### src/rtl/cache_repl_pkg.sv
// cache_repl_pkg: shared constants, width helpers and index typedefs for the
// FIFO replacement controller.
//   DefaultNumSets / DefaultNumWays : default cache geometry
//   set_w() / way_w()               : index widths derived via clog2
//   set_idx_t / way_idx_t           : index types for the default geometry
package cache_repl_pkg;

  localparam int unsigned DefaultNumSets = 8;
  localparam int unsigned DefaultNumWays = 2;

  // Floors at 1 so a degenerate geometry still yields a legal vector width.
  function automatic int unsigned set_w(input int unsigned num_sets);
    return (num_sets < 2) ? 1 : $clog2(num_sets);
  endfunction

  function automatic int unsigned way_w(input int unsigned num_ways);
    return (num_ways < 2) ? 1 : $clog2(num_ways);
  endfunction

  localparam int unsigned DefaultSetW = set_w(DefaultNumSets);
  localparam int unsigned DefaultWayW = way_w(DefaultNumWays);

  typedef logic [DefaultSetW-1:0] set_idx_t;
  typedef logic [DefaultWayW-1:0] way_idx_t;

endpackage

### src/rtl/cache_fifo_repl_if.sv
// cache_fifo_repl_if: request/response bundle for the FIFO replacement controller.
//   lookup_*  : lookup request (set, hit flag)
//   fill_*    : fill commit (set, way)
//   inval_*   : invalidate (set, way)
//   victim_*  : registered victim response
// Optional (CACHE_FIFO_REPL_LOCK_EN): lock_mask request input, victim_none response.
// Modports: master = requester side, slave = controller side.
interface cache_fifo_repl_if #(
  parameter int unsigned NUM_SETS = 8,
  parameter int unsigned NUM_WAYS = 2
) ();
  localparam int unsigned SetW = cache_repl_pkg::set_w(NUM_SETS);
  localparam int unsigned WayW = cache_repl_pkg::way_w(NUM_WAYS);

  logic            lookup_valid;
  logic [SetW-1:0] lookup_set;
  logic            lookup_hit;
  logic            fill_valid;
  logic [SetW-1:0] fill_set;
  logic [WayW-1:0] fill_way;
  logic            inval_valid;
  logic [SetW-1:0] inval_set;
  logic [WayW-1:0] inval_way;
  logic            victim_valid;
  logic [WayW-1:0] victim_way;
`ifdef CACHE_FIFO_REPL_LOCK_EN
  logic [NUM_WAYS-1:0] lock_mask;
  logic                victim_none;

  modport master (
    output lookup_valid, lookup_set, lookup_hit,
    output fill_valid, fill_set, fill_way,
    output inval_valid, inval_set, inval_way,
    output lock_mask,
    input  victim_valid, victim_way, victim_none
  );

  modport slave (
    input  lookup_valid, lookup_set, lookup_hit,
    input  fill_valid, fill_set, fill_way,
    input  inval_valid, inval_set, inval_way,
    input  lock_mask,
    output victim_valid, victim_way, victim_none
  );
`else
  modport master (
    output lookup_valid, lookup_set, lookup_hit,
    output fill_valid, fill_set, fill_way,
    output inval_valid, inval_set, inval_way,
    input  victim_valid, victim_way
  );

  modport slave (
    input  lookup_valid, lookup_set, lookup_hit,
    input  fill_valid, fill_set, fill_way,
    input  inval_valid, inval_set, inval_way,
    output victim_valid, victim_way
  );
`endif
endinterface

### src/rtl/cache_fifo_repl_pick.sv
// cache_fifo_repl_pick: combinational victim picker for one set.
//   valid_i     : per-way valid mask
//   ptr_i       : oldest-way pointer
//   lock_mask_i : ways excluded from replacement (CACHE_FIFO_REPL_LOCK_EN only)
//   way_o       : chosen victim way (0 when none)
//   none_o      : no eligible way exists
// Lowest-index invalid eligible way wins; otherwise the first eligible way at or
// above ptr_i, wrapping.
module cache_fifo_repl_pick
  import cache_repl_pkg::*;
#(
  parameter int unsigned NUM_WAYS = DefaultNumWays
) (
  input  logic [NUM_WAYS-1:0]         valid_i,
  input  logic [way_w(NUM_WAYS)-1:0]  ptr_i,
`ifdef CACHE_FIFO_REPL_LOCK_EN
  input  logic [NUM_WAYS-1:0]         lock_mask_i,
`endif
  output logic [way_w(NUM_WAYS)-1:0]  way_o,
  output logic                        none_o
);
  localparam int unsigned WayW = way_w(NUM_WAYS);

  logic [NUM_WAYS-1:0] eligible;
  logic [NUM_WAYS-1:0] cand;
  logic [WayW-1:0]     idx;
  logic                found;

  always_comb begin
`ifdef CACHE_FIFO_REPL_LOCK_EN
    eligible = ~lock_mask_i;
`else
    eligible = '1;
`endif
    cand   = ~valid_i & eligible;
    way_o  = '0;
    none_o = 1'b0;
    found  = 1'b0;
    idx    = '0;
    if (|cand) begin
      for (int unsigned i = 0; i < NUM_WAYS; i++) begin
        if (!found && cand[i]) begin
          way_o = WayW'(i);
          found = 1'b1;
        end
      end
    end else begin
      // NUM_WAYS is a power of two, so WayW-bit addition wraps modulo NUM_WAYS.
      for (int unsigned i = 0; i < NUM_WAYS; i++) begin
        idx = ptr_i + WayW'(i);
        if (!found && eligible[idx]) begin
          way_o = idx;
          found = 1'b1;
        end
      end
      none_o = ~found;
    end
  end

endmodule

### src/rtl/cache_fifo_repl.sv
// cache_fifo_repl: FIFO replacement controller for an N-way set-associative cache.
//   clk   : clock, rising edge
//   reset : synchronous, active-high; overrides all requests
//   bus   : cache_fifo_repl_if slave (lookup, fill, invalidate, victim response)
// Holds per-set valid masks and oldest-way pointers. A miss lookup returns a
// registered victim one cycle later, chosen from the state as updated by the
// same cycle's fill/invalidate.
// Optional feature macro: CACHE_FIFO_REPL_LOCK_EN (global way lock mask, victim_none).
module cache_fifo_repl
  import cache_repl_pkg::*;
#(
  parameter int unsigned NUM_SETS = DefaultNumSets,
  parameter int unsigned NUM_WAYS = DefaultNumWays
) (
  input  logic              clk,
  input  logic              reset,
  cache_fifo_repl_if.slave  bus
);
  localparam int unsigned WayW = way_w(NUM_WAYS);

  logic [NUM_WAYS-1:0] valid_q [NUM_SETS];
  logic [NUM_WAYS-1:0] valid_d [NUM_SETS];
  logic [WayW-1:0]     ptr_q   [NUM_SETS];
  logic [WayW-1:0]     ptr_d   [NUM_SETS];

  logic            victim_valid_q, victim_valid_d;
  logic [WayW-1:0] victim_way_q, victim_way_d;
  logic            miss;
  logic [WayW-1:0] pick_way;
  logic            pick_none;
`ifdef CACHE_FIFO_REPL_LOCK_EN
  logic            victim_none_q, victim_none_d;
`endif

  // Invalidate is applied after fill so it wins on a same-set/same-way collision,
  // while the pointer advance (decided against ptr_q) still takes effect.
  always_comb begin
    valid_d = valid_q;
    ptr_d   = ptr_q;
    if (bus.fill_valid) begin
      valid_d[bus.fill_set][bus.fill_way] = 1'b1;
      if (bus.fill_way == ptr_q[bus.fill_set]) begin
        ptr_d[bus.fill_set] = ptr_q[bus.fill_set] + 1'b1;
      end
    end
    if (bus.inval_valid) begin
      valid_d[bus.inval_set][bus.inval_way] = 1'b0;
    end
  end

  // Picker sees next-state values so a same-cycle fill is never re-chosen.
  cache_fifo_repl_pick #(
    .NUM_WAYS (NUM_WAYS)
  ) u_pick (
    .valid_i     (valid_d[bus.lookup_set]),
    .ptr_i       (ptr_d[bus.lookup_set]),
`ifdef CACHE_FIFO_REPL_LOCK_EN
    .lock_mask_i (bus.lock_mask),
`endif
    .way_o       (pick_way),
    .none_o      (pick_none)
  );

  always_comb begin
    miss         = bus.lookup_valid & ~bus.lookup_hit;
    victim_way_d = miss ? pick_way : victim_way_q;
`ifdef CACHE_FIFO_REPL_LOCK_EN
    victim_valid_d = miss;
    victim_none_d  = miss & pick_none;
`else
    // Every way is eligible here, so pick_none is never set.
    victim_valid_d = miss & ~pick_none;
`endif
  end

  always_ff @(posedge clk) begin
    if (reset) begin
      for (int unsigned s = 0; s < NUM_SETS; s++) begin
        valid_q[s] <= '0;
        ptr_q[s]   <= '0;
      end
      victim_valid_q <= 1'b0;
      victim_way_q   <= '0;
`ifdef CACHE_FIFO_REPL_LOCK_EN
      victim_none_q  <= 1'b0;
`endif
    end else begin
      for (int unsigned s = 0; s < NUM_SETS; s++) begin
        valid_q[s] <= valid_d[s];
        ptr_q[s]   <= ptr_d[s];
      end
      victim_valid_q <= victim_valid_d;
      victim_way_q   <= victim_way_d;
`ifdef CACHE_FIFO_REPL_LOCK_EN
      victim_none_q  <= victim_none_d;
`endif
    end
  end

  assign bus.victim_valid = victim_valid_q;
  assign bus.victim_way   = victim_way_q;
`ifdef CACHE_FIFO_REPL_LOCK_EN
  assign bus.victim_none  = victim_none_q;
`endif

endmodule
### src/flat_wrapper.sv
// flat-port wrapper written by rule: the top's interface ports become plain ports
module cache_fifo_repl_flat import cache_repl_pkg::*;
#(
  parameter int unsigned NUM_SETS = DefaultNumSets,
  parameter int unsigned NUM_WAYS = DefaultNumWays
)
  (clk, reset, bus_lookup_valid, bus_lookup_set, bus_lookup_hit, bus_fill_valid, bus_fill_set, bus_fill_way, bus_inval_valid, bus_inval_set, bus_inval_way, bus_victim_valid, bus_victim_way);
  cache_fifo_repl_if #(.NUM_SETS(NUM_SETS), .NUM_WAYS(NUM_WAYS)) bus_i ();
  input  logic clk;
  input  logic reset;
  input wire logic [$bits(bus_i.lookup_valid)-1:0] bus_lookup_valid;
  input wire logic [$bits(bus_i.lookup_set)-1:0] bus_lookup_set;
  input wire logic [$bits(bus_i.lookup_hit)-1:0] bus_lookup_hit;
  input wire logic [$bits(bus_i.fill_valid)-1:0] bus_fill_valid;
  input wire logic [$bits(bus_i.fill_set)-1:0] bus_fill_set;
  input wire logic [$bits(bus_i.fill_way)-1:0] bus_fill_way;
  input wire logic [$bits(bus_i.inval_valid)-1:0] bus_inval_valid;
  input wire logic [$bits(bus_i.inval_set)-1:0] bus_inval_set;
  input wire logic [$bits(bus_i.inval_way)-1:0] bus_inval_way;
  output wire logic [$bits(bus_i.victim_valid)-1:0] bus_victim_valid;
  output wire logic [$bits(bus_i.victim_way)-1:0] bus_victim_way;
  assign bus_i.lookup_valid = bus_lookup_valid;
  assign bus_i.lookup_set = bus_lookup_set;
  assign bus_i.lookup_hit = bus_lookup_hit;
  assign bus_i.fill_valid = bus_fill_valid;
  assign bus_i.fill_set = bus_fill_set;
  assign bus_i.fill_way = bus_fill_way;
  assign bus_i.inval_valid = bus_inval_valid;
  assign bus_i.inval_set = bus_inval_set;
  assign bus_i.inval_way = bus_inval_way;
  assign bus_victim_valid = bus_i.victim_valid;
  assign bus_victim_way = bus_i.victim_way;
  cache_fifo_repl #(.NUM_SETS(NUM_SETS), .NUM_WAYS(NUM_WAYS)) u_core (.clk(clk), .reset(reset), .bus(bus_i));
endmodule
### config.mk
export PLATFORM = sky130hd
export DESIGN_NAME = cache_fifo_repl_flat
export DESIGN_NICKNAME = d
export VERILOG_FILES = /design/src/rtl/cache_repl_pkg.sv /design/src/rtl/cache_fifo_repl_if.sv /design/src/rtl/cache_fifo_repl_pick.sv /design/src/rtl/cache_fifo_repl.sv /design/src/flat_wrapper.sv
export SDC_FILE = /design/constraint.sdc
export NUM_CORES = 1
export LEC_CHECK = 0
export ABC_AREA = 1
export BUFFER_PORTS_ARGS = -buffer_cell sky130_fd_sc_hd__buf_2
export CAP_MARGIN = 20
export CORE_MARGIN = 1.5
export CORE_UTILIZATION = 51
export CTS_BUF_LIST = sky130_fd_sc_hd__clkbuf_16
export DETAILED_ROUTE_END_ITERATION = 10
export PLACE_DENSITY = 0.74
export SLEW_MARGIN = 0
export SYNTH_ARGS = -nofsm -noshare
export SYNTH_HDL_FRONTEND = slang
export SYNTH_SLANG_ARGS = --single-unit
### constraint.sdc
create_clock -name clk -period 1.4 [get_ports clk]
set_input_delay 0.21 -clock clk [delete_from_list [all_inputs] [get_ports clk]]
set_output_delay 0.21 -clock clk [all_outputs]
set_load 0.01 [all_outputs]
After elaboration in Yosys (flattened, before gate mapping)
Index checks and enable logic that the tools add are counted.

Add/subtract/negate cells: 2. $mul: 0. Div/mod/pow operators: 0. Order comparisons: 11. Eq/ne operators: 1. Shifts and indexed selects: 0. Mux-type cells: 37. Bitwise operators: 12. Reduce and logical (&&, ||, !) cells: 9.

Operators with widths (count): $mux W16 (2); $mux W1 (20); $and A16 B16 Y16 (1); $mux W8 (2); $not A16 Y16 (1); $or A16 B16 Y16 (1); $demux W2 S3 (2); $ge A4 B4 Y1 const B (3); $not A3 Y4 (3); $bwmux W8 (1); $lt A1 B2 Y1 const B (4); $lt A4 B1 Y1 const B (2); $mux W2 (4); $bmux W1 S3 (2); $bmux W2 S3 (1); $logic_and A1 B1 Y1 (6); $demux W1 S3 (1); $not A1 Y1 (3); $add A1 B1 Y1 const B (2); $and A1 B1 Y1 (2); $demux W1 S1 (2); $ge A1 B1 Y1 const B (2); $logic_not A1 Y1 (2); $not A2 Y2 (1); 2 further kinds (2).

Flip-flop bits (word level): 26. Latch bits: 0. Memory bits (writable): 0. ROM bits: 0. Input bits: 17. Output and inout bits: 2. Word-level logic and storage cells: 90. Memories: 0.

Logic depth before layout (Yosys ltp)
Gate-level depths: netlist of run 1.

Depth in word-level cells: 24. Depth in mapped cells: 16. Mapped depth without buffers: 15.

Cells and area by module
A second synthesis of run 1 with hierarchy kept.

Cell total of the unflattened synthesis: 246. Area, all modules: 1566.5 um^2.

By module, submodules not included: cache_fifo_repl (instances 1, cells each 240, area each 1539.0 um^2, seq. area each 520.5 um^2); cache_fifo_repl_pick (instances 1, cells each 6, area each 27.5 um^2, seq. area each 0.0 um^2).

Least setup slack after synthesis of run 1
No wires, ideal clock.

Kind: input port to flip-flop. Start: input port bus_fill_set[0]. End: register u_core.victim_way_q (netlist: u_core.bus.victim_way). Setup time: 131 ps. Arrival time: 1314 ps. Required time: 1269 ps. Slack: -44 ps. Cell stages on the path: 15. Path buffers: 1. Path through: buf_6 -> inv_6 -> nand2_1 -> nand3_2 -> nand2_4 -> nor2_8 -> nand2_1 -> nand2_1 -> nand2_1 -> nand2_1 -> nand3_1 -> nand2_1 -> nand3_1 -> nand3_1 -> a21oi_2.

Cells in the longest elaborated chain, start to end: 19. Elaborated cells on any way between the ends: 37. Those cells by class: add/sub (2); order compare (2); eq/ne (1); mux (24); bitwise (4); reduce/logical (4).

Ends and longest elaborated chain: start: declaration (RTL line flat_wrapper.sv:15) `input wire logic [$bits(bus_i.fill_set)-1:0] bus_fill_set;`; $not A3 Y4 (implied by the code) * (RTL line cache_fifo_repl.sv:41, cache_fifo_repl.sv:42, cache_fifo_repl.sv:43); $ge A4 B4 Y1 (implied by the code) or $lt A4 B1 Y1 (tied branches) (RTL line cache_fifo_repl.sv:41, cache_fifo_repl.sv:43); $logic_and A1 B1 Y1 (implied by the code) (RTL line cache_fifo_repl.sv:41, cache_fifo_repl.sv:43); $mux W2 (implied by the code) (RTL line cache_fifo_repl.sv:41) `valid_d[bus.fill_set][bus.fill_way] = 1'b1;`; $demux W2 S3 (RTL line cache_fifo_repl.sv:41); $or A16 B16 Y16 (no line); $mux W16 (RTL line cache_fifo_repl.sv:40) `if (bus.fill_valid) begin`; $and A16 B16 Y16 (no line); [... 2 more ...]; $mux W2 (implied by the code) (2 in series) (RTL line cache_fifo_repl.sv:55) `.valid_i (valid_d[bus.lookup_set]),`; $not A2 Y2 (RTL line cache_fifo_repl_pick.sv:35) `cand = ~valid_i & eligible;`; $mux W1 (RTL line cache_fifo_repl_pick.sv:42) `if (!found && cand[i]) begin`; $mux W1 (RTL line cache_fifo_repl_pick.sv:40) `if (|cand) begin`; $logic_not A1 Y1 (RTL line cache_fifo_repl_pick.sv:42); $logic_and A1 B1 Y1 (RTL line cache_fifo_repl_pick.sv:42); $mux W1 (RTL line cache_fifo_repl_pick.sv:42); $mux W1 * (RTL line cache_fifo_repl_pick.sv:40); end signal: assignment (RTL line cache_fifo_repl.sv:93) `victim_way_q <= victim_way_d;`; end: declaration (RTL line cache_fifo_repl.sv:27) `logic [WayW-1:0] victim_way_q, victim_way_d;`.

Mark *: on every way between the ends. The rest lies on a longest branch, timed or not. The select of a mux whose other input is x is not followed. A chain may end at the register's enable or synchronous reset.

Worst setup path in the final report of run 1
Start: register u_core.ptr_q[5] in the netlist's numbering. End: register u_core.victim_way_q (netlist: u_core.bus.victim_way).

Cells in the longest elaborated chain, start to end: 13. Elaborated cells on any way between the ends: 15. Those cells by class: add/sub (2); eq/ne (1); mux (12).

Ends and longest elaborated chain: start: declaration (RTL line cache_fifo_repl.sv:23) `logic [WayW-1:0] ptr_q [NUM_SETS];`; start signal: indexed assignment (RTL line cache_fifo_repl.sv:90) `ptr_q[s] <= ptr_d[s];`; $bmux W1 S3 (RTL line cache_fifo_repl.sv:42, cache_fifo_repl.sv:43); $mux W1 (implied by the code) (2 in series) (RTL line cache_fifo_repl.sv:42, cache_fifo_repl.sv:43); $add A1 B1 Y1 (RTL line cache_fifo_repl.sv:43) `ptr_d[bus.fill_set] = ptr_q[bus.fill_set] + 1'b1;`; $bwmux W8 (RTL line cache_fifo_repl.sv:43); $mux W8 (RTL line cache_fifo_repl.sv:42) `if (bus.fill_way == ptr_q[bus.fill_set]) begin`; $mux W8 * (RTL line cache_fifo_repl.sv:40); $bmux W1 S3 * (RTL line cache_fifo_repl.sv:56) `.ptr_i (ptr_d[bus.lookup_set]),`; $mux W1 (implied by the code) * (2 in series) (RTL line cache_fifo_repl.sv:56); $add A1 B1 Y1 or $mux W1 (tied branches) (RTL line cache_fifo_repl_pick.sv:50, cache_fifo_repl_pick.sv:51); $mux W1 * (RTL line cache_fifo_repl_pick.sv:51) `if (!found && eligible[idx]) begin`; $mux W1 * (RTL line cache_fifo_repl_pick.sv:40).

Marked as above.

==> summary.txt, run 1 <==
Synthesis
  – Cells after Synth: 244
  – Avg Inst Size Synth: roughly 6.3 um2
  – Top cells by area, synth: dfxtp_1, nand2_1, nand3_1, nor2_1, o22ai_1
  – Yosys top cell area share: 33.8%
  – Syn nets: 261
  – Post-synthesis sequential area ratio: 33.8%
  – Dominant cell type by area after synthesis: dfxtp_1
  – FF+latch count, synth: 26
  – Yosys warning total: 0
  – Netlist cell types: 23
  – Post-Syn Area: roughly 0.0015 mm2

Layout
  – Area Growth Syn to Fin: 38.3%
  – Layout cells sized above 1: 37.7%
  – Antenna diodes: 0
  – Most common cell after layout, fill and taps aside: nand2_1
  – Fin nets: 320
  – Most frequent cells in the layout: nand2_1, nor2_1, buf_4
  – Post-Layout Inst Area: 0.00213 mm2

Timing
  – Final period utilization: 112%
  – Setup Skew: 3.74 ps
  – Setup violations, final: 1
  – Fmax: 0.639 GHz
  – Final Hold Vio Count: 0
  – Minimum clock period: about 1600 ps
  – Slew at the pin with the worst max-slew slack: 489 ps
  – Max-slew violations: 0
  – Normalized max-slew margin: about two thirds
  – RSZ-0062 raised after global routing: yes
  – Final WS setup: -166 ps

Setup path
  – Buf/Inv on CP: 2
  – WP data required: around 1500 ps
  – Crit path max fanout: 3
  – Startpoint types: register
  – FF-to-FF path depth: 15
  – Worst path slowest cell: dfxtp_2
  – Crit Reg-Reg Startpoint: u_core.ptr_q[5]
  – Kind of cell adding the most delay to the critical path: simple AND/OR/NAND/NOR gates
  – CP cell instances: inv_2 -> nand2_2 -> nand3_2 -> nand2_4 -> inv_2 -> nand2_4 -> nand2_2 -> nand2_2 -> nand2_1 -> nand2_1 -> nand3_1 -> nand2_1 -> nand3_2 -> nand3_2 -> a21oi_2
  – Crit end category: register
  – CP arrival: 1700 ps
  – CP peak stage delay: 350 ps
  – CP Class: reg -> reg
  – R2r endpoint: u_core.bus.victim_way
  – R2R setup slack: -170 ps

Status
  – Status: finished with violations
  – Failing checks: negative setup slack

GRT
  – Met3 Track Usage GR: under 10%
  – Largest net degree at the start of global routing: 27
  – Initial antenna violation count: 0
  – First-pass GRT wire length: 7010 um
  – GR Util met1: 37.2%
  – GRT overflow: 0
  – Gr busiest metal: met2
  – Vias in the first global route: 1,563
  – GRT Resource Usage Total: 27.5%
  – Met2 Usage GRT: between 40% and 50%

Hold path
  – Hold path start: bus_lookup_hit
  – Min-delay worst type: in -> reg
  – Worst Hold Depth: 4
  – Hold endpoint: u_core.bus.victim_valid

Route
  – Vias/cell: between 5 and 6
  – Pre-Repair DR Iteration Count: 5
  – Drt wl/cell: 13.6 um
  – Antenna Nets Post-Route: 0
  – DRC: 0
  – 1st-iter DRT viols: 138
  – Routed via count: 1,825
  – Post-Route WL: between 4000 and 5000 um

Die
  – Chip height: 58.0 um
  – Full die area: 0.00336 mm2
  – IO Count: 19
  – Die Width: 58.0 um
  – Row Count: 19
  – Core footprint: 0.00281 mm2
  – Starting Density: 54.9%

Pwr
  – Sequential power share: 43.2%
  – Sw frac: 27.6%
  – PwrDens: 830 mW/mm2
  – Peak supply drop: 0.000707 V
  – Switch Pwr: between 0.4 and 0.5 mW
  – Total power draw: 1.77 mW
  – Clock power share: a little over a third
  – Leakage power: about 0.98 nW
  – Power Internal: 1.28 mW
  – Comb pwr share: 20.5%

CTS
  – CTS Sinks: 26
  – Clock slew at reported path FFs: 70 ps
  – Root Buffer: clkbuf_16
  – Skew-Pair Late Insertion Delay: roughly 260 ps
  – CTS Buf Count: 3
  – CTS tree: built
  – Maximum root-to-sink buffer count: 2
  – # H-tree levels: 1

Place
  – DP HPWL: 3190 um
  – Placer Congestion: 0.959
  – Area post-placement: between 0.0015 and 0.002 mm2
  – Port buffer count: 18

Flow run
  – Max-cap violations: 0
-- synthesized netlist by cell type --
| cell type | n |
|---|---|
| nand2_1 | 58 |
| nor2_1 | 45 |
| nand3_1 | 35 |
| dfxtp_1 | 26 |
| inv_1 | 20 |
| o22ai_1 | 13 |
| a21oi_1 | 12 |
| inv_2 | 5 |
| clkbuf_1 | 4 |
| nand3_2 | 4 |
| nand2_4 | 3 |
| nor2_2 | 3 |
| nor3_1 | 3 |
| buf_2 | 2 |
| nand2_2 | 2 |
| o21ai_1 | 2 |
| a21boi_0 | 1 |
| a21oi_2 | 1 |
| a31oi_1 | 1 |
| buf_6 | 1 |
| inv_6 | 1 |
| nor2_8 | 1 |
| o21ai_0 | 1 |
-- how the worst max path moves through the flow --
stage               depth (start not counted)       startpoint  slack [ps]                     to
global placement                           15  bus_fill_set[2]        -270  u_core.bus.victim_way
finish                                     15  u_core.ptr_q[5]        -170  u_core.bus.victim_way
CTS                                        15  u_core.ptr_q[4]        -150  u_core.bus.victim_way
global route                               13  u_core.ptr_q[0]        -250  u_core.bus.victim_way
detailed placement                         15  bus_fill_set[2]        -340  u_core.bus.victim_way
floorplan                                  15  bus_fill_set[0]         -10  u_core.bus.victim_way
-- worst register-to-register path, stage by stage (launching register included) --
cell	delay (ps)
dfxtp_2	350
inv_2	40
nand2_2	50
nand3_2	90
nand2_4	110
inv_2	50
nand2_4	70
nand2_2	60
nand2_2	80
nand2_1	50
nand2_1	80
nand3_1	80
nand2_1	100
nand3_2	80
nand3_2	80
a21oi_2	50
-- logic make-up after synthesis --
family	after synthesis	share of synthesized area, %
buffers and inverters	33	9.02
AO/OA/AOI/OAI	31	11.6
flip-flops	26	33.8
AND/OR/NAND/NOR	154	45.6
-- cell type report --
cell class / count / area (um2)
clock buffers: 3 / 75.1
clock inverters: 1 / 3.75
fillers: 238 / 674
inverters: 26 / 105
multi-input cells: 185 / 961
flip-flops and latches: 26 / 531
well taps: 31 / 38.8
repair buffers: 61 / 417
-- power by group through the flow --
stage	registers (mW)	clock network, mW	logic, mW
3_3_place_gp	0.779	0	0.320
5_1_grt	0.764	0.689	0.392
4_1_cts	0.763	0.648	0.329
2_1_floorplan	0.778	0	0.196
6_report	0.763	0.643	0.362
3_5_place_dp	0.779	0	0.325
-- sequential cells by signal, summed over array words and instances, names as in the netlist --
signal / flops
u_core.bus.victim_way: 1
u_core.ptr_q: 8
u_core.valid_q: 16
u_core.bus.victim_valid: 1
-- layer usage --
layer,wire length (um),vias up
met5,0,-
met4,122,0
met3,281,15
met2,2210,79
met1,1910,823
li1,-,908
-- per-stage QoR --
| step | cells | setup slack [ps] | utilization (%) | hold WS [ps] | setup TNS (ps) |
|---|---|---|---|---|---|
| 2_1_floorplan | 244 | -14.6 | - | 378 | -14.6 |
| 3_3_place_gp | 327 | -268 | 69.4 | 484 | -351 |
| 3_5_place_dp | 327 | -338 | 69.4 | 483 | -612 |
| 4_1_cts | 331 | -150 | 72.8 | 224 | -150 |
| 5_1_grt | 333 | -251 | 76.0 | 244 | -338 |
| 6_report | 333 | -166 | 76.0 | 223 | -166 |
-- repair_timing --
item	CTS	global route
setup endpoints to repair	1	7
resized for setup	8	23
pin swaps	14	20
setup buffers	0	2
hold buffers	0	0
No activity file was read; power rests on OpenSTA's default activity.
==> inputs of run 2 (changes only) <==
--- a/config.mk
+++ b/config.mk
@@ -12,7 +12,7 @@
 export CORE_UTILIZATION = 51
 export CTS_BUF_LIST = sky130_fd_sc_hd__clkbuf_16
 export DETAILED_ROUTE_END_ITERATION = 10
-export PLACE_DENSITY = 0.74
+export PLACE_DENSITY = 0.71
 export SLEW_MARGIN = 0
 export SYNTH_ARGS = -nofsm -noshare
 export SYNTH_HDL_FRONTEND = slang
==> constraint.sdc (replaced) <==
create_clock -name clk -period 1.48 [get_ports clk]
set_input_delay 0.222 -clock clk [delete_from_list [all_inputs] [get_ports clk]]
set_output_delay 0.222 -clock clk [all_outputs]
set_load 0.01 [all_outputs]
==> run 2 against run 1 <==
Effect of this change: the flow still finishes with violations (negative setup slack); critical path depth unchanged; routed wire length increased by 4.0%; clock-buffer cell count unchanged; first-iteration DRC count decreased by 5.1%; clock skew decreased by 1.5 ps; sequential cell count unchanged; non-clock buffer count increased by 3; sequential share of layout area decreased by 0.60 points; power decreased by 5.2%; register-to-register slack improved by 30 ps; critical path type unchanged; critical endpoint unchanged; highest routed layer unchanged.
==> summary.txt, run 2 (synthesis gave the netlist of run 1 again) <==
Layout
  – Antenna diodes: 0 (unchanged)
  – Filler Cell Count: 223 (was 238)
  – Area Growth Syn to Fin: 41.8% (was 38.3%)
  – Register area: 531 um2 (unchanged)
  – Most common cell after layout, fill and taps aside: nand2_1 (unchanged)
  – Multi-input gate area: 993 um2 (was 961 um2)
  – Largest regs: u_core.valid_q: 16 flops, u_core.ptr_q: 8 flops (unchanged)
  – Max reg flops: 16 (unchanged)
  – Layout cells sized above 1: 40.7% (was 37.7%)
  – Most frequent cells in the layout: nand2_1, buf_4, nor2_1 (was nand2_1, nor2_1, buf_4)
  – Fin nets: 323 (was 320)
  – Top reg by flops: u_core.valid_q (unchanged)

Pwr
  – Clock power share: 36.0% (was 36.4%)
  – Peak supply drop: 0.000485 V (was 0.000707 V)
  – Total power draw: 1.68 mW (was 1.77 mW)
  – Sw frac: 27.5% (was 27.6%)
  – Leakage power: 1.00 nW (was 0.980 nW)
  – Sequential power share: 43.1% (was 43.2%)
  – Switch Pwr: 0.462 mW (was 0.488 mW)
  – Comb pwr share: 21.0% (was 20.5%)
  – Power Internal: 1.22 mW (was 1.28 mW)
  – PwrDens: 768 mW/mm2 (was 830 mW/mm2)

Place
  – Placer Congestion: 0.951 (was 0.959)
  – DP HPWL: 3110 um (was 3190 um)
  – Pre-CTS setup slack: -245 ps (was -338 ps)
  – Port buffer count: 18 (unchanged)

Status
  – Failing checks: negative setup slack (unchanged)
  – Status: finished with violations (unchanged)

Setup path
  – CP peak stage delay: 330 ps (was 350 ps)
  – Crit end category: register (unchanged)
  – CP arrival: 1740 ps (was 1700 ps)
  – Worst path slowest cell: dfxtp_2 (unchanged)
  – CP most frequent cell: nand2_1
  – CP Class: reg -> reg (unchanged)
  – WP data required: 1610 ps (was 1540 ps)
  – Crit path from: u_core.ptr_q[3] (was u_core.ptr_q[5])
  – Crit path max fanout: 3 (unchanged)
  – Buf/Inv on CP: 2 (unchanged)
  – Kind of cell adding the most delay to the critical path: simple AND/OR/NAND/NOR gates (unchanged)
  – Crit Reg-Reg Startpoint: u_core.ptr_q[3] (was u_core.ptr_q[5])
  – Startpoint types: register (unchanged)
  – CP cell instances: inv_1 -> nand2_1 -> nand3_2 -> nand2_4 -> inv_2 -> nand2_4 -> nand2_2 -> nand2_2 -> nand2_1 -> nand2_1 -> nand3_1 -> nand2_1 -> nand3_2 -> nand3_2 -> a21oi_2 (was inv_2 -> nand2_2 -> nand3_2 -> nand2_4 -> inv_2 -> nand2_4 -> nand2_2 -> nand2_2 -> nand2_1 -> nand2_1 -> nand3_1 -> nand2_1 -> nand3_2 -> nand3_2 -> a21oi_2)

GRT
  – First-pass GRT wire length: 7510 um (was 7010 um)
  – GRT Resource Usage Total: 28.7% (was 27.5%)
  – Vias in the first global route: 1,649 (was 1,563)
  – Largest net degree at the start of global routing: 27 (unchanged)
  – Initial antenna violation count: 0 (unchanged)
  – GRT overflow: 0 (unchanged)

Hold path
  – Min-delay worst type: in -> reg (unchanged)
  – Hold path start: bus_lookup_hit (unchanged)

Timing
  – Final WS setup: -131 ps (was -166 ps)
  – Worst Hold Slack: 230 ps (was 223 ps)
  – Setup_tns: -243 ps (was -166 ps)
  – Normalized max-slew margin: 66.1% (was 67.4%)
  – Slew at the pin with the worst max-slew slack: 508 ps (was 489 ps)
  – Setup violations, final: 2 (was 1)
  – Fmax: 0.621 GHz (was 0.639 GHz)
  – Minimum clock period: 1610 ps (was 1570 ps)
  – Final Hold Vio Count: 0 (unchanged)
  – Max-slew violations: 0 (unchanged)
  – Setup Skew: 2.25 ps (was 3.74 ps)
  – RSZ-0062 raised after global routing: yes (unchanged)
  – Final period utilization: 109% (was 112%)

Route
  – 1st-iter DRT viols: 131 (was 138)
  – Antenna Nets Post-Route: 0 (unchanged)
  – Routed via count: 1,815 (was 1,825)
  – Pre-Repair DR Iteration Count: 6 (was 5)
  – Post-Route WL: 4700 um (was 4520 um)
  – DRC: 0 (unchanged)
  – Vias/cell: 5.40 (was 5.48)
  – Drt wl/cell: 14.0 um (was 13.6 um)

Flow run
  – Max-cap violations: 0 (unchanged)

Die
  – Core footprint: 0.00281 mm2 (unchanged)
  – IO Count: 19 (unchanged)
  – Full die area: 0.00336 mm2 (unchanged)
  – Chip height: 58.0 um (unchanged)
  – Die Width: 58.0 um (unchanged)
  – Row Count: 19 (unchanged)
  – Starting Density: 54.9% (unchanged)

CTS
  – CTS tree: built (unchanged)
  – Clock slew at reported path FFs: 70 ps (about the same)
  – # H-tree levels: 1 (unchanged)
  – Skew-Pair Late Insertion Delay: 260 ps (about the same)
  – CTS Buf Count: 3 (unchanged)
  – Root Buffer: clkbuf_16 (unchanged)
  – CTS Sinks: 26 (unchanged)
  – Maximum root-to-sink buffer count: 2 (unchanged)
  – Cts hold-fix bufs: 0 (unchanged)
-- run 2: cell count changes in the layout (fill, tap and decap cells not counted), sizes merged --
cell and delta:
buf +3
-- run 2: cell type report --
| type | count | area share (%) |
|---|---|---|
| clock buffer | 3 | 3.44 |
| clock inverter | 1 | 0.172 |
| inverter | 26 | 4.70 |
| multi-input combinational | 185 | 45.5 |
| sequential | 26 | 24.3 |
| tap | 31 | 1.78 |
| timing repair buffer | 64 | 20.1 |
-- run 2: worst paths after layout --
path | to | slack (ps) | cells after the start
worst max-delay path | u_core.bus.victim_way | -130 | 15
worst min-delay path | u_core.bus.victim_valid | 230 | 4
worst max register to register | u_core.bus.victim_way | -130 | 15
worst min register to register | u_core.ptr_q[7] | 480 | 2
-- run 2: stage by stage --
step / instance area [um2] / utilization [%] / std cells
finish: 2180 / 77.8 / 336
CTS: 2060 / 73.6 / 332
global placement: 1930 / 68.6 / 325
global route: 2180 / 77.8 / 336
floorplan: 1540 / - / 244
detailed placement: 1930 / 68.6 / 325
-- run 2: worst min-delay path: stages --
cell,delay [ps]
buf_2,70
nor2_1,50
inv_1,70
nor2_1,40
-- run 2: repair_timing --
action	CTS	global route
pin swaps	17	20
hold endpoints to repair	0	0
resized for setup	14	26
setup endpoints to repair	1	3
setup buffers	3	4
-- run 2: power groups by stage --
stage                     Clock, mW  Combinational (mW)  Sequential (mW)
after floorplan                   0               0.181            0.736
after global placement            0               0.304            0.736
after detailed placement          0               0.305            0.736
after CTS                     0.606               0.316            0.721
after global routing          0.651               0.381            0.722
final                         0.603               0.352            0.722
-- run 2: metal layers --
| metal | wire length (um) | track usage, % | vias up |
|---|---|---|---|
| li1 | - | - | 916 |
| met1 | 2040 | 42.7 | 810 |
| met2 | 2270 | 43.8 | 81 |
| met3 | 313 | 1.56 | 8 |
| met4 | 82 | 11.0 | 0 |
| met5 | 0 | 0 | - |
==> inputs of run 3 (changes only) <==
--- a/config.mk
+++ b/config.mk
@@ -6,13 +6,15 @@
 export NUM_CORES = 1
 export LEC_CHECK = 0
 export ABC_AREA = 1
-export BUFFER_PORTS_ARGS = -buffer_cell sky130_fd_sc_hd__buf_2
+export ABC_CLOCK_PERIOD_IN_PS = 1480
 export CAP_MARGIN = 20
 export CORE_MARGIN = 1.5
 export CORE_UTILIZATION = 51
 export CTS_BUF_LIST = sky130_fd_sc_hd__clkbuf_16
 export DETAILED_ROUTE_END_ITERATION = 10
-export PLACE_DENSITY = 0.71
+export DONT_BUFFER_PORTS = 1
+export PLACE_DENSITY = 0.66
+export REMOVE_ABC_BUFFERS = 1
 export SLEW_MARGIN = 0
 export SYNTH_ARGS = -nofsm -noshare
 export SYNTH_HDL_FRONTEND = slang
==> run 3 against run 2 <==
Effect of this change: the flow finishes with violations (design-rule violations, negative setup slack); die area unchanged; register-to-register slack improved by 80 ps; critical path depth stayed put.
==> summary.txt, run 3 (synthesis gave the netlist of run 1 again) <==
Timing
  – Setup Skew: 4.35 ps (was 2.25 ps)
  – RSZ-0062 raised after global routing: yes (unchanged)
  – Max-slew violations: 0 (unchanged)
  – Fmax: 0.653 GHz (was 0.621 GHz)
  – Setup violations, final: 1 (was 2)
  – Final Hold Vio Count: 0 (unchanged)
  – Final WS setup: -51.2 ps (was -131 ps)
  – Normalized max-slew margin: 68.8% (was 66.1%)
  – Worst Hold Slack: 16.0 ps (was 230 ps)
  – Slew at the pin with the worst max-slew slack: 467 ps (was 508 ps)
  – Final period utilization: 103% (was 109%)
  – Setup_tns: -51.2 ps (was -243 ps)
  – Minimum clock period: 1530 ps (was 1610 ps)

Setup path
  – Crit path from: u_core.ptr_q[3] (unchanged)
  – R2R setup slack: -50 ps (was -130 ps)
  – Crit Reg-Reg Startpoint: u_core.ptr_q[3] (unchanged)
  – Crit path max fanout: 3 (unchanged)
  – FF-to-FF path depth: 15 (unchanged)
  – R2r endpoint: u_core.bus.victim_way (unchanged)
  – Crit end category: register (unchanged)
  – CP Class: reg -> reg (unchanged)
  – WP data required: 1640 ps (was 1610 ps)
  – CP arrival: 1690 ps (was 1740 ps)
  – Startpoint types: register (unchanged)

Die
  – Full die area: 0.00336 mm2 (unchanged)
  – IO Count: 19 (unchanged)
  – Chip height: 58.0 um (unchanged)
  – Row Count: 19 (unchanged)
  – Core footprint: 0.00281 mm2 (unchanged)
  – Die Width: 58.0 um (unchanged)
  – Starting Density: 54.9% (unchanged)

CTS
  – CTS Sinks: 26 (unchanged)
  – CTS Buf Count: 3 (unchanged)
  – Skew-Pair Late Insertion Delay: 260 ps (about the same)
  – # H-tree levels: 1 (unchanged)
  – Cts hold-fix bufs: 0 (unchanged)
  – Clock slew at reported path FFs: 70 ps (about the same)
  – Maximum root-to-sink buffer count: 2 (unchanged)
  – CTS tree: built (unchanged)
  – Root Buffer: clkbuf_16 (unchanged)

Route
  – Vias/cell: 5.74 (was 5.40)
  – DRC: 2 (was 0)
  – Routed via count: 1,637 (was 1,815)
  – Post-Route WL: 4050 um (was 4700 um)
  – 1st-iter DRT viols: 103 (was 131)
  – Antenna Nets Post-Route: 0 (unchanged)
  – Drt wl/cell: 14.2 um (was 14.0 um)
  – Pre-Repair DR Iteration Count: 7 (was 6)

GRT
  – Initial antenna violation count: 0 (unchanged)
  – GRT overflow: 0 (unchanged)
  – Vias in the first global route: 1,509 (was 1,649)
  – Largest net degree at the start of global routing: 27 (unchanged)
  – GRT Resource Usage Total: 24.8% (was 28.7%)
  – First-pass GRT wire length: 6420 um (was 7510 um)

Hold path
  – Hold endpoint: u_core.bus.victim_way (was u_core.bus.victim_valid)
  – Min-delay worst type: in -> reg (unchanged)
  – Hold path start: reset (was bus_lookup_hit)
  – Worst Hold Depth: 1 (was 4)

Status
  – Failing checks: design-rule violations, negative setup slack (was negative setup slack)
  – Status: finished with violations (unchanged)

Layout
  – Fin nets: 272 (was 323)
  – Max reg flops: 16 (unchanged)
  – Area Growth Syn to Fin: 22.3% (was 41.8%)
  – Largest regs: u_core.valid_q: 16 flops, u_core.ptr_q: 8 flops (unchanged)
  – Final Util: 67.2% (was 77.8%)
  – Antenna diodes: 0 (unchanged)
  – Layout cells sized above 1: 30.3% (was 40.7%)
  – Most common cell after layout, fill and taps aside: nor2_1 (was nand2_1)
  – Top reg by flops: u_core.valid_q (unchanged)
  – Filler Cell Count: 256 (was 223)
  – Most frequent cells in the layout: nor2_1, nand2_1, nand3_1 (was nand2_1, buf_4, nor2_1)

Flow run
  – Max-cap violations: 0 (unchanged)

Pwr
  – Switch Pwr: 0.407 mW (was 0.462 mW)
  – Sequential power share: 41.0% (was 43.1%)
  – Sw frac: 23.1% (was 27.5%)
  – PwrDens: 936 mW/mm2 (was 768 mW/mm2)
  – Leakage power: 0.805 nW (was 1.00 nW)
  – Power Internal: 1.36 mW (was 1.22 mW)
  – Clock power share: 44.4% (was 36.0%)
  – Comb pwr share: 14.6% (was 21.0%)
  – Peak supply drop: 0.000591 V (was 0.000485 V)

Place
  – DP HPWL: 2980 um (was 3110 um)
  – Port buffer count: 0 (was 18)
  – Placer Congestion: 0.878 (was 0.951)
[run 3: cell types whose count changed in the layout (fill, tap and decap cells not counted), moves of 4 or more]
cell | previous run | this run
buf_2 | 18 | 0
buf_4 | 45 | 11
nand2_1 | 47 | 43
nand2_2 | 11 | 15
[run 3: area by class of cell]
type                    instances  area (um2)  area share, %
multi-input cells             185         993           52.7
flip-flops and latches         26         531           28.2
repair buffers                 13         114           6.04
inverters                      26         103           5.44
clock buffers                   3        75.1           3.98
well taps                      31        38.8           2.06
clock inverters                 1        30.0           1.59
[run 3: per-layer routing]
metal	global-route usage [%]	vias up	part of all wire, %	wire (um)
met5	0	-	0	0
met4	7.64	0	1.0	42
met3	5.80	8	7.9	320
met2	39.8	77	47	1910
met1	33.2	742	44	1780
li1	-	810	-	-
[run 3: power groups by stage]
stage | Combinational [mW] | Sequential [mW] | Clock [mW]
6_report | 0.258 | 0.723 | 0.782
3_5_place_dp | 0.212 | 0.738 | 0
4_1_cts | 0.225 | 0.722 | 0.789
5_1_grt | 0.283 | 0.724 | 0.822
3_3_place_gp | 0.210 | 0.738 | 0
2_1_floorplan | 0.158 | 0.736 | 0
[run 3: critical path, stage by stage (launching register included)]
cell	delay, ps
dfxtp_2	340
inv_2	30
nand2_1	60
nand3_2	100
nand2_4	120
inv_2	50
nand2_4	70
nand2_2	60
nand2_2	80
nand2_2	50
nand2_2	80
nand3_2	80
nand3_2	110
nand3_2	80
nand3_2	70
a21oi_2	50
[run 3: per-stage QoR]
step	total power, mW	setup slack (ps)	cell area (um2)	std cells
3_3_place_gp	0.949	-45.3	1630	279
6_report	1.76	-51.2	1880	285
2_1_floorplan	0.895	103	1500	237
4_1_cts	1.74	-69.2	1750	284
5_1_grt	1.83	-158	1880	285
3_5_place_dp	0.950	-102	1630	279
[run 3: how the worst max path moves through the flow]
stage	slack, ps	end	cells past startpoint
floorplan	100	u_core.bus.victim_way	14
global placement	-50	u_core.bus.victim_way	14
detailed placement	-100	u_core.bus.victim_way	14
CTS	-70	u_core.bus.victim_way	14
global route	-160	u_core.bus.victim_way	15
finish	-50	u_core.bus.victim_way	15
[run 3: what timing repair did]
action	in CTS	in global routing
gates resized for setup	2	41
pin swaps	5	23
setup endpoints to repair	1	1
buffers inserted	1	1
